### config.mk
export PLATFORM = sky130hd
export DESIGN_NAME = xor_gate
export DESIGN_NICKNAME = d
export VERILOG_FILES = /design/src/rtl/xor_gate.sv
export SDC_FILE = /design/constraint.sdc
export NUM_CORES = 1
export LEC_CHECK = 0
export CAP_MARGIN = 20
export CELL_PAD_IN_SITES_DETAIL_PLACEMENT = 2
export CELL_PAD_IN_SITES_GLOBAL_PLACEMENT = 2
export CORE_AREA = 8 8 52 54
export CTS_CLUSTER_DIAMETER = 30
export DETAILED_ROUTE_END_ITERATION = 10
export DIE_AREA = 0 0 60 62
export GPL_TIMING_DRIVEN = 0
export PLACE_DENSITY = 0.78
export SYNTH_ARGS = -nofsm -noshare
export SYNTH_HDL_FRONTEND = slang
export SYNTH_SLANG_ARGS = --single-unit
export TNS_END_PERCENT = 5
### constraint.sdc
create_clock -name clk -period 2.5 [get_ports clk]
set_input_delay 0.25 -clock clk [delete_from_list [all_inputs] [get_ports clk]]
set_output_delay 0.25 -clock clk [all_outputs]
set_load 0.01 [all_outputs]
### src/rtl/xor_gate.sv
// ---------------------------------------------------------------------------
// xor_gate
//
// Two-input XOR with an optional registered observation path.
//
// The combinational output `out` is a pure XOR of the two operands. It has no
// storage and no clock dependency, so a positional hookup of only the first
// three ports (out, input1, input2) gives a plain 2-input XOR gate.
//
// The registered side watches `out` on every rising clock edge:
//   out_q     - `out` delayed by exactly one cycle
//   toggle_q  - set when `out` differed from `out_q` at the last edge
//   ones_cnt  - saturating count of edges that sampled out = 1
//
// Ports:
//   out       output 1      input1 ^ input2, combinational
//   input1    input  1      first XOR operand
//   input2    input  1      second XOR operand
//   clk       input  1      single clock, rising edge
//   rst_n     input  1      asynchronous, active-low reset of the registers
//   clr       input  1      synchronous clear of ones_cnt (beats increment)
//   out_q     output 1      registered copy of out
//   toggle_q  output 1      registered (out ^ out_q)
//   ones_cnt  output CNT_W  saturating count of edges with out = 1
//
// Parameter:
//   CNT_W     width of ones_cnt, legal range 2..32
// ---------------------------------------------------------------------------
module xor_gate #(
    parameter int CNT_W = 8
) (
    output logic             out,
    input  logic             input1,
    input  logic             input2,
    input  logic             clk,
    input  logic             rst_n,
    input  logic             clr,
    output logic             out_q,
    output logic             toggle_q,
    output logic [CNT_W-1:0] ones_cnt
);

    // All-ones value of the counter; reaching it stops further increments.
    localparam logic [CNT_W-1:0] CNT_MAX = {CNT_W{1'b1}};

    logic             out_d;
    logic             toggle_d;
    logic [CNT_W-1:0] ones_cnt_d;
    logic [CNT_W-1:0] ones_cnt_q;
    logic             cnt_at_max;

    // A continuous assignment keeps the XOR free of any clock, reset or
    // delay, and lets X/Z on either operand propagate straight to `out`.
    assign out = input1 ^ input2;

    assign cnt_at_max = (ones_cnt_q == CNT_MAX);

    always_comb begin
        out_d      = out;
        // Compares against the current (pre-edge) out_q.
        toggle_d   = out ^ out_q;
        ones_cnt_d = ones_cnt_q;
        if (clr) begin
            ones_cnt_d = '0;
        end else if (out && !cnt_at_max) begin
            ones_cnt_d = ones_cnt_q + 1'b1;
        end
    end

    always_ff @(posedge clk or negedge rst_n) begin
        if (!rst_n) begin
            out_q      <= 1'b0;
            toggle_q   <= 1'b0;
            ones_cnt_q <= '0;
        end else begin
            out_q      <= out_d;
            toggle_q   <= toggle_d;
            ones_cnt_q <= ones_cnt_d;
        end
    end

    assign ones_cnt = ones_cnt_q;

endmodule

==> reports/results.ini <==
[logic_synthesis]
yosys-top-cells-area=dfrtp_1 (50%), xor2_1 (7.0%), mux2i_1 (6.0%)
yosys.cell_types.count=23
syn_area_per_cell_um2=11.15
syn_inst=45
syn_nets=51
synth_seq_area_share=0.4988
ys_ff_latch=10
yosysWarnings=0
netlist_area_um2=501.7
ys.flop_type=dfrtp_1
async_flop_share=1.000
synth-edff-count=0
yosysMostFrequentCell=dfrtp_1
yosysTopAreaCell=dfrtp_1
yosysTopAreaCellShare=0.4988
ys_top_cells_by_count=dfrtp_1 (10), nor2_1 (7), xor2_1 (4), mux2i_1 (3)

[cells_and_area]
register_area_um2=250.2
area_growth_pct=41.90
multiInputGateArea_um2=244.0
antennaDiodeCount=0
n_fill_cell=228
final_nets=70
drive_gt1_frac=0.1111

[sta]
fin_setup_tns_ns=0
relSlewSlack=0.6789
fin_ws_ns=0.4717
clock_skew_ns=0.003362
report.final.slew_viol_count=0
finalHoldViolCount=0
post-route-period-util=0.8113
rsz0062_at_grt=false
setup_viol=0
max_slew.worst_pin.slew_ns=0.4802
max_freq_mhz=493.0
hold_slack_ns=0.3101
min_period_ns=2.028

[global_routing]
grt_first_pass_wirelength_mm=2.325
gr-total-overflow=0
antenna_found_initial=0
grt_start_max_net_pins=11
grt_pass1_vias=468
gr-usage-all-layers=0.08515

[die]
std_cell_rows=16
io_pins=16
start_util=0.2638
fp.dieH_um=62
dieArea_um2=3720
chipWidth_um=60
core_um2=1902

[power]
power_density_nw_per_um2=548.6
power_switching_uw=97.47
p_seq_frac=0.462
peakVddDrop_v=0.0002435
leakage_uw=0.0003010
intPower_uw=293.1
power_uw=390.6
p_sw_frac=0.2496
pwr-share-clk=0.378
comb_power_share=0.160

[critical_path]
critPathArrivalTime_ns=1.78
crit_path_top_delay_cell=clkdlybuf4s50_1
cp_max_fo=10
end_kind=primary output
path_class=primary input to primary output
start_kind=primary input
timing.rr.end=ones_cnt[1]$_DFFE_PN0P_
crit_required_ns=2.25
path_cells=clkdlybuf4s50_1 > xor2_2 > clkdlybuf4s50_1
rr_startpoint=ones_cnt[0]$_DFFE_PN0P_
cp_common_cell=clkdlybuf4s50_1
slowest_delay_ns=0.63
r2r_cells=5
rrSetupSlack_ns=0.79

[cts]
clk_pin_slew_worst_paths_ns=0.07
htree_levels=1
cts_resized=0
clk_latency_ns=0.26
clkSinkCount=10
postCtsHoldBufs=0
cts_buffers=3
post_cts_buffers=0
clock_path_buffers=2
cts_root_buf=clkbuf_4
cts_tree=yes

[placed_design]
gp_congestion=0.7455
post-place-ws_ns=0.4736
hpwl_mm=1.057
io_buffer_count=14

[detailed_routing]
drt-pass1-iter-count=1
routed_wl_mm=1.359
ant_nets=0
vias=426
wl_per_cell_um=15.10
drt-initial-drc-count=0
drc=0
viasPerCell=4.733

[min_path]
hold_path_class=primary input to asynchronous set/reset pin

[status]
outcome=finished clean

[run]
cap_violations=0

per-stage QoR:
stage / utilization / instances / area [um2]
after floorplan: - / 45 / 501.7
after global placement: 0.3553 / 86 / 675.6
after detailed placement: 0.3553 / 86 / 675.6
after CTS: 0.3743 / 90 / 711.9
after global routing: 0.3743 / 90 / 711.9
final: 0.3743 / 90 / 711.9
cell usage in the layout (no fill, tap or decap), drive strengths merged, types with 2 or more instances in the layout:
| cell type | synthesis | final |
|---|---|---|
| and4 | 3 | 3 |
| mux2i | 3 | 3 |
| nor2 | 7 | 7 |
| clkdlybuf4s50 | 0 | 14 |
| clkbuf | 1 | 5 |
| o211ai | 2 | 2 |
| dfrtp | 10 | 10 |
| xor2 | 5 | 5 |
area by class of cell:
class	instances	share of cell area
multi-input combinational	33	0.3427
buffer	1	0.005272
clock buffer	4	0.05097
timing repair buffer	14	0.1968
tap	27	0.04745
inverter	1	0.005272
sequential	10	0.3515
cell families after synthesis:
group,synth area share
XOR/XNOR,0.1197
multiplexers,0.05985
buffers and inverters,0.01495
AND/OR/NAND/NOR,0.1970
AO/OA/AOI/OAI,0.08479
adder cells (fa/ha/maj),0.02493
flip-flops,0.4988
how the worst max path moves through the flow:
stage,from,end,slack (ns),cells past startpoint
3_3_place_gp,input2,out,0.52,3
6_report,input2,out,0.47,3
4_1_cts,input2,out,0.47,3
2_1_floorplan,ones_cnt[0]$_DFFE_PN0P_,ones_cnt[1]$_DFFE_PN0P_,0.98,5
5_1_grt,input2,out,0.42,3
3_5_place_dp,input2,out,0.47,3
registers in the layout (all words and copies together), names as in the netlist:
register and count:
toggle_q 1, out_q 1, ones_cnt 8
routing by layer:
metal / up-vias / wire length (um) / GRT usage
met5: - / 0 / 0
met1: 217 / 559 / 0.08778
met3: 2 / 65 / 0.01646
met4: 0 / 27 / 0.05102
met2: 9 / 707 / 0.1569
li1: 198 / - / -
worst max-delay path, delay by kind of cell:
kind / cells / cell delay, ns
buffers and inverters: 2 / 1.14
xor gates and xnor gates: 1 / 0.39
power by group through the flow:
stage               clock network [uW]  registers, uW  logic [uW]
global route                       159            182        69.0
floorplan                            0            187        20.9
finish                             148            180        62.6
CTS                                153            180        64.4
global placement                     0            183        62.3
detailed placement                   0            183        64.1
Power figures use the tool's default switching activity.
